===== src/rtl/key_capture_counter.sv =====
// Key capture stage: synchronizes and debounces key0 (capture) and key1 (clear), then latches
// the switch word and counts accepted presses. Build macro POPCOUNT_ACC_EN: captures add popcount(sw) instead of 1.

// Per-key conditioning: 2-FF synchronizer, four-state debounce FSM, rising-edge pulse.
module key_debounce #(
  parameter int DB_CYCLES = 500000
) (
  input  logic clk,
  input  logic rst_n,
  input  logic raw,
  input  logic en,
  output logic rise
);

  // Holds 0..DB_CYCLES-2; DB_CYCLES is expected to be at least 2.
  localparam int CW = (DB_CYCLES > 2) ? $clog2(DB_CYCLES) : 1;
  localparam logic [CW-1:0] CNT_LAST = CW'(DB_CYCLES - 2);

  // Bit 1 of the encoding is the debounced level, so deb is a plain state decode.
  localparam logic [1:0] S_LOW  = 2'b00;
  localparam logic [1:0] W_HIGH = 2'b01;
  localparam logic [1:0] S_HIGH = 2'b10;
  localparam logic [1:0] W_LOW  = 2'b11;

  logic          s1;
  logic          s2;
  logic [1:0]    state;
  logic [1:0]    state_nxt;
  logic [CW-1:0] cnt;
  logic [CW-1:0] cnt_nxt;
  logic          deb;
  logic          deb_d;

  always_ff @(posedge clk or negedge rst_n) begin
    // NOTE: every flop is assigned with <= so all registers sample the same pre-edge values.
    if (!rst_n) begin
      s1    <= 1'b0;
      s2    <= 1'b0;
      state <= S_LOW;
      cnt   <= '0;
      deb_d <= 1'b0;
    end else begin
      s1    <= raw;
      s2    <= s1;
      state <= state_nxt;
      cnt   <= cnt_nxt;
      deb_d <= deb;
    end
  end

  always_comb begin
    // NOTE: defaults first, so no path through the case statement can infer a latch.
    state_nxt = state;
    cnt_nxt   = '0;
    if (!en) begin
      // Bypass: park in the stable state that matches s2, so deb follows s2 one clock later.
      state_nxt = s2 ? S_HIGH : S_LOW;
    end else begin
      case (state)
        S_LOW: begin
          if (s2) state_nxt = W_HIGH;
        end
        W_HIGH: begin
          if (!s2)                  state_nxt = S_LOW;
          else if (cnt == CNT_LAST) state_nxt = S_HIGH;
          else                      cnt_nxt   = cnt + CW'(1);
        end
        S_HIGH: begin
          if (!s2) state_nxt = W_LOW;
        end
        W_LOW: begin
          if (s2)                   state_nxt = S_HIGH;
          else if (cnt == CNT_LAST) state_nxt = S_LOW;
          else                      cnt_nxt   = cnt + CW'(1);
        end
        default: state_nxt = S_LOW;
      endcase
    end
  end

  assign deb  = state[1];
  assign rise = deb & ~deb_d;

endmodule

module key_capture_counter #(
  parameter int DB_CYCLES = 500000,
  parameter int REG_W     = 10,
  parameter int CNT_W     = 8
) (
  input  logic             clk_50m,
  input  logic             rst_n,
  input  logic [4:0]       btn_i,
  input  logic [10:0]      sw_i,
  output logic [REG_W-1:0] register_o,
  output logic [CNT_W-1:0] counter_o,
  output logic             press_o
);

  logic             press;
  logic             clr;
  logic [CNT_W-1:0] inc;
  logic             unused_btn;

  assign unused_btn = ^btn_i[3:1];

  key_debounce #(.DB_CYCLES(DB_CYCLES)) u_key0 (
    .clk   (clk_50m),
    .rst_n (rst_n),
    .raw   (btn_i[0]),
    .en    (sw_i[10]),
    .rise  (press)
  );

  key_debounce #(.DB_CYCLES(DB_CYCLES)) u_key1 (
    .clk   (clk_50m),
    .rst_n (rst_n),
    .raw   (btn_i[4]),
    .en    (sw_i[10]),
    .rise  (clr)
  );

`ifdef POPCOUNT_ACC_EN
  function automatic logic [CNT_W-1:0] popcount(input logic [REG_W-1:0] v);
    logic [CNT_W-1:0] n;
    n = '0;
    for (int i = 0; i < REG_W; i++) n = n + CNT_W'(v[i]);
    return n;
  endfunction

  assign inc = popcount(sw_i[REG_W-1:0]);
`else
  assign inc = CNT_W'(1);
`endif

  // Clear has priority over a coincident capture; press_o still reports the press.
  always_ff @(posedge clk_50m or negedge rst_n) begin
    if (!rst_n) begin
      register_o <= '0;
      counter_o  <= '0;
    end else if (clr) begin
      register_o <= '0;
      counter_o  <= '0;
    end else if (press) begin
      register_o <= sw_i[REG_W-1:0];
      counter_o  <= counter_o + inc;
    end
  end

  assign press_o = press;

endmodule


===== config.mk =====
export PLATFORM = sky130hd
export DESIGN_NAME = key_capture_counter
export DESIGN_NICKNAME = d
export VERILOG_FILES = /design/src/rtl/key_capture_counter.sv
export SDC_FILE = /design/constraint.sdc
export NUM_CORES = 1
export LEC_CHECK = 0
export BUFFER_PORTS_ARGS = -buffer_cell sky130_fd_sc_hd__buf_2
export CORE_ASPECT_RATIO = 1.4
export CORE_MARGIN = 2
export CORE_UTILIZATION = 52
export DETAILED_ROUTE_END_ITERATION = 12
export PLACE_DENSITY = 0.85
export RECOVER_POWER = 25
export SLEW_MARGIN = 0
export SYNTH_ARGS = -nofsm -noshare
export SYNTH_HDL_FRONTEND = slang
export SYNTH_SLANG_ARGS = --single-unit

===== constraint.sdc =====
create_clock -name clk_50m -period 1.7 [get_ports clk_50m]
set_input_delay 0.17 -clock clk_50m [delete_from_list [all_inputs] [get_ports clk_50m]]
set_output_delay 0.17 -clock clk_50m [all_outputs]
set_load 0.01 [all_outputs]

==> metrics.yaml, run 1 <==
outcome:
  outcome: "complete, but fails checks"
  violations: "setup timing"
power_and_ir_drop:
  combPwrFrac: 0.096
  clkPwrFrac: 0.417
  power.density_mw_per_mm2: 896
  p_leak_nw: 1.70
  switching_share: 0.245
  p_int_mw: 2.66
  switchingPower_mw: 0.865
  irDropWorstVdd_mv: 0.627
  p_seq_frac: 0.486
global_route:
  antenna_found_initial: 0
  grt-ovfl-total: 0
  grt_pass1_vias: 2478
  groute.usage.overall: 0.198
  grt_max_degree: 67
  grt_pass1_wl_mm: 10.5
yosys:
  synth.cells.most_frequent: "dfrtp_1, nor2_1, nand2_1"
  yosys.area.top_type: "dfrtp_1"
  synth_top_cell_area_share: 0.529
  synth_seq_cells: 66
  yosysSeqAreaShare: 0.529
  syn_area_sq_mm: 0.00312
  post-synth-top-count-cell: "dfrtp_1"
  synthTopCellsByArea: "dfrtp_1, xnor2_1, nor2_1"
  synth_flop_cell: "dfrtp_1"
  ys_types: 42
  synth_edf_count: 0
  synthArstFlopShare: 1.00
  syn_area_per_cell_sq_um: 10.0
  syn_inst: 312
  syn-num-nets: 335
  ys_warn_count: 0
critical_path:
  worst-path-max-fanout: 2
  cp.required_ns: 1.92
  crit_type: "reg -> reg"
  arrival_ns: 1.93
  worst_path_max_delay_cell: "dfrtp_1"
  critPathLaunch: "u_key1.cnt[0]"
  setup.worst_path.end_class: "flip-flop"
  r2r_setup_slack_ns: -0.009
  max_stage_delay_ns: 0.38
  worstPathCellList: "inv_1, ha_1, and4b_1, nand3_2, o41ai_2, mux2_2"
  rr_worst_depth: 6
  start_kind: "flip-flop"
  worstReg2RegStart: "u_key1.cnt[0]"
drt:
  drt_iter0_markers: 165
  drtPass1Iterations: 4
  drc_errors: 0
  vias: 2559
  final_antenna_net_count: 0
  wl_per_cell_um: 14.2
  routed_wl_mm: 6.53
  viasPerCell: 5.59
cells_and_area:
  syn_to_final_growth_pct: 26.3
  finalNetCount: 406
  final_area_sq_mm: 0.00394
  fin_cells: 458
  antenna_cells: 0
  utilization: 0.677
  n_fill_cell: 421
  drive_above_1_share: 0.273
clock_tree:
  clk_path_buf_depth: 2
  htree_levels: 3
  insertion_delay_ns: 0.34
  cts-root-buf: "clkbuf_8"
  cts_sinks: 66
  clk_pin_slew_ns: 0.08
  cts_tree: "built"
  numCtsBuffers: 9
sta:
  worst_pin_slew_ns: 0.883
  setup_tns_ns: -0.00885
  period_needed_ns: 1.71
  maxClockFrequency_ghz: 0.585
  fin_ws_ns: -0.00885
  slew_viol_final: 0
  hold_viol: 0
  finalSetupViolCount: 1
  finalClockSkew_ns: 0.00568
  rsz0062_at_grt: "yes"
  maxSlewHeadroom: 0.411
  min_period_over_period: 1.01
die:
  start_util: 0.536
  core_area_sq_mm: 0.00582
  die_w_um: 69.5
  die_y_um: 95.7
  die-area_sq_mm: 0.00665
  io_pins: 37
  num_rows: 33
place:
  dp_hpwl_mm: 4.38
  placed_cell_area_sq_mm: 0.00359
  post-place-ws_ns: -0.0148
  io_buffers: 33
  dpl.cell_count: 437
  globalplace.congestion: 0.804
min_path:
  whs_path_depth: 3
  hp-class: "in -> reg"
run:
  max_cap_violations: 0
worst max-delay path: cells and delay by family (launching register included):
family                   cells  cell delay (ns)
flip-flops                   1             0.38
adder cells (fa/ha/maj)      1             0.13
multiplexers                 1             0.36
AO/OA/AOI/OAI                1             0.34
AND/OR/NAND/NOR              2             0.33
buffers and inverters        1             0.06
cells in the final DEF (no fill, tap or decap), types with 2 or more instances in the layout:
| cell type | count |
|---|---|
| nor3_1 | 12 |
| dlygate4sd3_1 | 3 |
| o221ai_1 | 2 |
| inv_1 | 10 |
| ha_1 | 5 |
| nand3_1 | 15 |
| bufinv_16 | 2 |
| clkbuf_8 | 10 |
| nor3b_1 | 4 |
| nand2_1 | 33 |
| or3_1 | 2 |
| nand4_1 | 13 |
| and3_1 | 2 |
| buf_4 | 29 |
| nor4_1 | 6 |
| dfrtp_1 | 66 |
| nor2_1 | 43 |
| o21ai_2 | 2 |
| nand3_2 | 2 |
| o21ai_0 | 2 |
| mux2_2 | 2 |
| nand4_2 | 2 |
| nor4_4 | 3 |
| and4b_1 | 2 |
| clkinv_4 | 2 |
| xnor2_1 | 29 |
| xor2_1 | 8 |
| buf_2 | 33 |
| nor4_2 | 3 |
| buf_6 | 2 |
| a21oi_1 | 15 |
logic make-up after synthesis:
kind of cell,count (synthesis),share of synthesized area
DFF,66,0.529
buffers and inverters,20,0.0273
adders and majority gates,5,0.0200
AOI/OAI and AO/OA,26,0.0537
muxes,3,0.0104
and+or+nand+nor,155,0.255
xor gates and xnor gates,37,0.104
through the flow:
step	total power, mW	hold slack [ns]
finish	3.53	0.0601
global route	3.68	0.0454
CTS	3.56	0.0419
detailed placement	2.08	0.210
global placement	2.07	0.208
floorplan	1.92	-0.126
routing by layer:
| layer | vias to the layer above | GRT usage | part of all wire |
|---|---|---|---|
| met5 | - | 0 | 0 |
| met4 | 0 | 0.105 | 0.017 |
| met3 | 10 | 0.0433 | 0.034 |
| met2 | 52 | 0.350 | 0.53 |
| met1 | 1279 | 0.223 | 0.42 |
| li1 | 1218 | - | - |
flip-flops by register name, indices dropped and copies added (netlist names), 8 cells and up, named ones only:
name and count:
register_o 10, u_key0.cnt 19, u_key1.cnt 19, counter_o 8
how the worst min path moves through the flow:
stage | from | endpoint | slack [ns]
after floorplan | rst_n | async pin | -0.13
after global placement | rst_n | u_key1.cnt[7] | 0.21
after detailed placement | rst_n | u_key1.cnt[7] | 0.21
after CTS | sw_i[0] | register_o[0] | 0.04
after global routing | sw_i[3] | register_o[3] | 0.05
final | sw_i[9] | register_o[9] | 0.06
cell type report:
type	count	area, sq um	area share
Clock inverter	6	90.1	0.0229
Tap cell	70	87.6	0.0222
Clock buffer	10	138	0.0349
Sequential cell	66	1650	0.419
Multi-Input combinational cell	226	1470	0.373
Timing Repair Buffer	69	463	0.117
Inverter	11	41.3	0.0105
timing repair:
item | CTS | global route
setup endpoints to repair | 2 | 39
setup buffers | 0 | 2
gates resized for setup | 2 | 15
pin swaps | 2 | 6
hold buffers | 3 | 0
gates cloned | 0 | 0
hold endpoints to repair | 68 | 0
power by group through the flow:
stage / Sequential, mW / Clock (mW) / Combinational, mW
5_1_grt: 1.72 / 1.58 / 0.379
3_5_place_dp: 1.74 / 0 / 0.340
2_1_floorplan: 1.77 / 0 / 0.150
4_1_cts: 1.71 / 1.50 / 0.347
3_3_place_gp: 1.74 / 0 / 0.333
6_report: 1.72 / 1.47 / 0.341
No activity file was read; power rests on OpenSTA's default activity.
==> run 2: changes to the inputs <==
MAX_ROUTING_LAYER = met4   (was default)
==> run 2 against run 1 <==
Against the previous run: via count grew 1.1%; worst hold slack lost 0.0021 ns; final cell count is the same; highest routed layer unchanged; the run still ends with setup timing left.
==> metrics.yaml, run 2 (synthesis gave the netlist of run 1 again) <==
die:
  io_pins: 37  # unchanged
  core_area_sq_mm: 0.00582  # unchanged
  start_util: 0.536  # unchanged
  num_rows: 33  # unchanged
  die_y_um: 95.7  # unchanged
  die_w_um: 69.5  # unchanged
  die-area_sq_mm: 0.00665  # unchanged
drt:
  routed_wl_mm: 6.53  # +0.11%
  vias: 2587  # +1.1%
  drt_iter0_markers: 173  # +4.8%
  final_antenna_net_count: 0  # unchanged
  wl_per_cell_um: 14.3  # +0.11%
  drtPass1Iterations: 4  # unchanged
  drc_errors: 0  # unchanged
  viasPerCell: 5.65  # +1.1%
sta:
  slew_viol_final: 0  # unchanged
  whs_ns: 0.0580  # -0.00206 ns
  worst_pin_slew_ns: 0.890  # +0.00666 ns
  finalClockSkew_ns: 0.00885  # +0.00318 ns
  maxSlewHeadroom: 0.407  # -0.00444
  min_period_over_period: 1.01  # +0.00358
  period_needed_ns: 1.71  # +0.00608 ns
  rsz0062_at_grt: "yes"
  hold_viol: 0  # unchanged
  maxClockFrequency_ghz: 0.583  # -0.35%
  setup_tns_ns: -0.0149  # -0.00608 ns
  finalSetupViolCount: 1  # unchanged
  fin_ws_ns: -0.0149  # -0.00608 ns
outcome:
  violations: "setup timing"
  outcome: "complete, but fails checks"
clock_tree:
  cts_sinks: 66  # unchanged
  htree_levels: 3  # unchanged
  insertion_delay_ns: 0.34  # about the same
  clk_pin_slew_ns: 0.08  # about the same
  clk_path_buf_depth: 2  # unchanged
  cts_tree: "built"
  cts-root-buf: "clkbuf_8"
  numCtsBuffers: 9  # unchanged
cells_and_area:
  n_fill_cell: 421  # unchanged
  syn_to_final_growth_pct: 26.3  # unchanged
  final_cell_mix: "dfrtp_1, nor2_1, nand2_1, buf_2"
  finalNetCount: 406  # unchanged
  reg_top3: "u_key0.cnt (19), u_key1.cnt (19), register_o (10)"
  drive_above_1_share: 0.273  # unchanged
  antenna_cells: 0  # unchanged
  final_common_cell: "dfrtp_1"
global_route:
  grt-ovfl-total: 0  # unchanged
  grt_max_degree: 67  # unchanged
  grt_pass1_wl_mm: 10.5  # +0.19%
  grt_pass1_vias: 2474  # -0.16%
  groute.usage.overall: 0.204  # +0.00679
  antenna_found_initial: 0  # unchanged
critical_path:
  arrival_ns: 1.94  # about the same
  start_kind: "flip-flop"
  worst-path-max-fanout: 2  # unchanged
  crit_type: "reg -> reg"
  cp.required_ns: 1.92  # about the same
  setup.worst_path.end_class: "flip-flop"
place:
  globalplace.congestion: 0.816  # +1.5%
  io_buffers: 33  # unchanged
  dp_hpwl_mm: 4.38  # unchanged
power_and_ir_drop:
  power.density_mw_per_mm2: 895  # about the same
  irDropWorstVdd_mv: 0.627  # about the same
  p_leak_nw: 1.70  # unchanged
min_path:
  hp-class: "in -> reg"
run:
  max_cap_violations: 0  # unchanged
## run 2: final timing paths
kind	startpoint	endpoint	slack, ns	cells past startpoint
setup / recovery	u_key1.cnt[0]	flip-flop	-0.01	6
hold / removal	sw_i[0]	register_o[0]	0.06	3
setup reg to reg	u_key1.cnt[0]	flip-flop	-0.01	6
hold reg to reg	u_key1.s1	u_key1.s2	0.36	0
max in group asynchronous	rst_n	async pin	0.52	3
min in group asynchronous	rst_n	u_key1.cnt[1]	0.60	3
## run 2: repair_timing
item                       CTS  global route
setup endpoints to repair    2            39
pin swaps                    2             6
hold buffers                 3             0
hold endpoints to repair    68             0
setup buffers                0             2
gates resized for setup      2            15
## run 2: through the flow
stage	cell area [sq um]	total power [mW]	cells	setup WS (ns)	utilization
after floorplan	3120	1.92	312	0.00126	-
after global placement	3590	2.07	437	0.00466	0.616
after detailed placement	3590	2.08	437	-0.0148	0.616
final	3940	3.53	458	-0.0149	0.677
after global routing	3940	3.68	458	-0.106	0.677
after CTS	3850	3.56	456	-0.0232	0.662
## run 2: cell type report
type,instances,area [sq um],area share
Clock buffer,10,138,0.0349
Timing Repair Buffer,69,463,0.117
Tap cell,70,87.6,0.0222
Clock inverter,6,90.1,0.0229
Inverter,11,41.3,0.0105
Multi-Input combinational cell,226,1470,0.373
Sequential cell,66,1650,0.419
## run 2: power by group
part | switching [mW] | internal [mW] | leakage [nW] | total, mW
combinational | 0.195 | 0.146 | 0.697 | 0.341
sequential | 0.0651 | 1.65 | 0.891 | 1.72
clock | 0.603 | 0.868 | 0.112 | 1.47
total | 0.863 | 2.66 | 1.70 | 3.53
## run 2: metal layers
metal	GRT usage	up-vias	wire [um]
li1	-	1221	-
met1	0.231	1290	2760
met2	0.346	64	3420
met3	0.0412	12	237
met4	0.105	0	113
met5	-	-	0
## run 2: critical path, cell delays in order, from the launching register on
cell,delay (ns)
dfrtp_1,0.38
inv_1,0.06
ha_1,0.13
and4b_1,0.23
nand3_2,0.10
o41ai_2,0.34
mux2_2,0.37
==> run 3: changes to the inputs <==
PLACE_DENSITY = 0.73   (was 0.85)
==> run 3 against run 2 <==
Against the previous run: the run still ends with setup timing left; non-clock buffer count is 7 higher; critical path type unchanged; utilization increased by 1.7 points; clock power down 23%; largest power group unchanged.
==> metrics.yaml, run 3 (synthesis gave the netlist of run 1 again) <==
global_route:
  grt_pass1_vias: 2461  # -0.53%
  grt_pass1_wl_mm: 10.8  # +3.2%
  grt-ovfl-total: 0  # unchanged
  antenna_found_initial: 0  # unchanged
  grt_max_degree: 67  # unchanged
  groute.usage.overall: 0.215  # +0.0109
drt:
  drtPass1Iterations: 4  # unchanged
  routed_wl_mm: 6.94  # +6.3%
  drc_errors: 0  # unchanged
  vias: 2530  # -2.2%
  final_antenna_net_count: 0  # unchanged
  wl_per_cell_um: 14.9  # +4.7%
  drt_iter0_markers: 110  # -36%
  viasPerCell: 5.44  # -3.7%
place:
  io_buffers: 33  # unchanged
  dp_hpwl_mm: 4.44  # +1.3%
  globalplace.congestion: 0.850  # +4.3%
die:
  num_rows: 33  # unchanged
  core_area_sq_mm: 0.00582  # unchanged
  die_y_um: 95.7  # unchanged
  die_w_um: 69.5  # unchanged
  start_util: 0.536  # unchanged
  die-area_sq_mm: 0.00665  # unchanged
  io_pins: 37  # unchanged
critical_path:
  start_kind: "flip-flop"
  critPathLaunch: "u_key1.cnt[5]"
  cp.required_ns: 1.94  # +0.02 ns
  arrival_ns: 1.98  # +0.04 ns
  worst-path-max-fanout: 7  # +5
  worstReg2RegStart: "u_key1.cnt[5]"
  setup.worst_path.end_class: "flip-flop"
  crit_type: "reg -> reg"
  rr_worst_depth: 6  # unchanged
sta:
  fin_ws_ns: -0.0439  # -0.0290 ns
  finalClockSkew_ns: 0.0130  # +0.00418 ns
  maxClockFrequency_ghz: 0.573  # -1.7%
  period_needed_ns: 1.74  # +0.0290 ns
  whs_ns: 0.0426  # -0.0154 ns
  maxSlewHeadroom: 0.416  # +0.00948
  hold_viol: 0  # unchanged
  worst_pin_slew_ns: 0.876  # -0.0142 ns
  min_period_over_period: 1.03  # +0.0170
  finalSetupViolCount: 16  # +15
  slew_viol_final: 0  # unchanged
  rsz0062_at_grt: "yes"
cells_and_area:
  antenna_cells: 0  # unchanged
  final_cell_mix: "dfrtp_1, nor2_1, nand2_1"
  reg_top3: "u_key0.cnt (19), u_key1.cnt (19), register_o (10)"
  syn_to_final_growth_pct: 29.4
  drive_above_1_share: 0.314  # +0.0407
  final_common_cell: "dfrtp_1"
  finalNetCount: 413  # +1.7%
clock_tree:
  cts_sinks: 66  # unchanged
  cts-root-buf: "clkbuf_8"
  insertion_delay_ns: 0.35  # about the same
  cts_tree: "built"
  numCtsBuffers: 9  # unchanged
  htree_levels: 3  # unchanged
  clk_path_buf_depth: 2  # unchanged
  clk_pin_slew_ns: 0.08  # about the same
power_and_ir_drop:
  irDropWorstVdd_mv: 0.628  # about the same
  p_total_mw: 3.21  # -8.9%
  power.density_mw_per_mm2: 796  # -11%
  p_leak_nw: 1.72  # +1.2%
run:
  max_cap_violations: 0  # unchanged
min_path:
  hp-class: "in -> reg"
  hp-start: "sw_i[8]"
  whs_path_depth: 3  # unchanged
outcome:
  violations: "setup timing"
  outcome: "complete, but fails checks"
## run 3: changes by cell type in the layout (fill, tap and decap cells not counted), sizes merged
cell / change
buf: +5
clkinv: +1
bufinv: -2
clkbuf: +3
## run 3: repair_timing
action | 4_1_cts | 5_1_grt
cloned | 0 | 2
gates resized for setup | 3 | 38
endpoints found under the hold margin | 68 | 0
setup buffers | 1 | 6
setup endpoints to repair | 6 | 41
hold buffers | 3 | 0
pin swaps | 2 | 16
## run 3: through the flow
stage | setup slack [ns] | std cells | cell area [sq um] | setup TNS, ns | util
2_1_floorplan | 0.00126 | 312 | 3120 | 0 | -
3_3_place_gp | -0.0496 | 437 | 3590 | -0.0496 | 0.616
3_5_place_dp | -0.183 | 437 | 3590 | -0.183 | 0.616
4_1_cts | -0.0796 | 457 | 3800 | -0.0796 | 0.652
5_1_grt | -0.112 | 465 | 4040 | -2.02 | 0.694
6_report | -0.0439 | 465 | 4040 | -0.451 | 0.694
## run 3: area by class of cell
cell class,instances,area [sq um]
flip-flops and latches,66,1650
well taps,70,87.6
repair buffers,76,543
clock inverters,5,31.3
multi-input cells,226,1550
inverters,11,42.5
clock buffers,11,131
fillers,408,1780
## run 3: final timing paths
path	end	slack, ns
setup reg to reg	u_key1.cnt[12]	-0.04
max in group asynchronous	u_key0.cnt[5]	0.49
setup / recovery	u_key1.cnt[12]	-0.04
hold reg to reg	u_key1.s2	0.35
hold / removal	register_o[8]	0.04
min in group asynchronous	u_key1.cnt[18]	0.56
## run 3: routing by layer
| metal | global-route usage | vias up | share of wire |
|---|---|---|---|
| met2 | 0.358 | 42 | 0.55 |
| met1 | 0.249 | 1241 | 0.40 |
| li1 | - | 1237 | - |
| met5 | - | - | 0 |
| met4 | 0.121 | 0 | 0.016 |
| met3 | 0.0359 | 10 | 0.032 |
## run 3: worst max-delay path, stage by stage (launching register included)
cell	delay (ns)
dfrtp_1	0.39
nor4b_2	0.32
nand4_1	0.24
buf_4	0.22
o21ai_4	0.23
buf_12	0.18
nor2_1	0.06
## run 3: report_power, final
| part | switching, mW | leakage, nW | total (mW) | internal [mW] |
|---|---|---|---|---|
| Sequential | 0.0621 | 0.888 | 1.71 | 1.65 |
| Combinational | 0.215 | 0.750 | 0.376 | 0.160 |
| Clock | 0.601 | 0.0831 | 1.13 | 0.524 |
| Total | 0.879 | 1.72 | 3.21 | 2.34 |
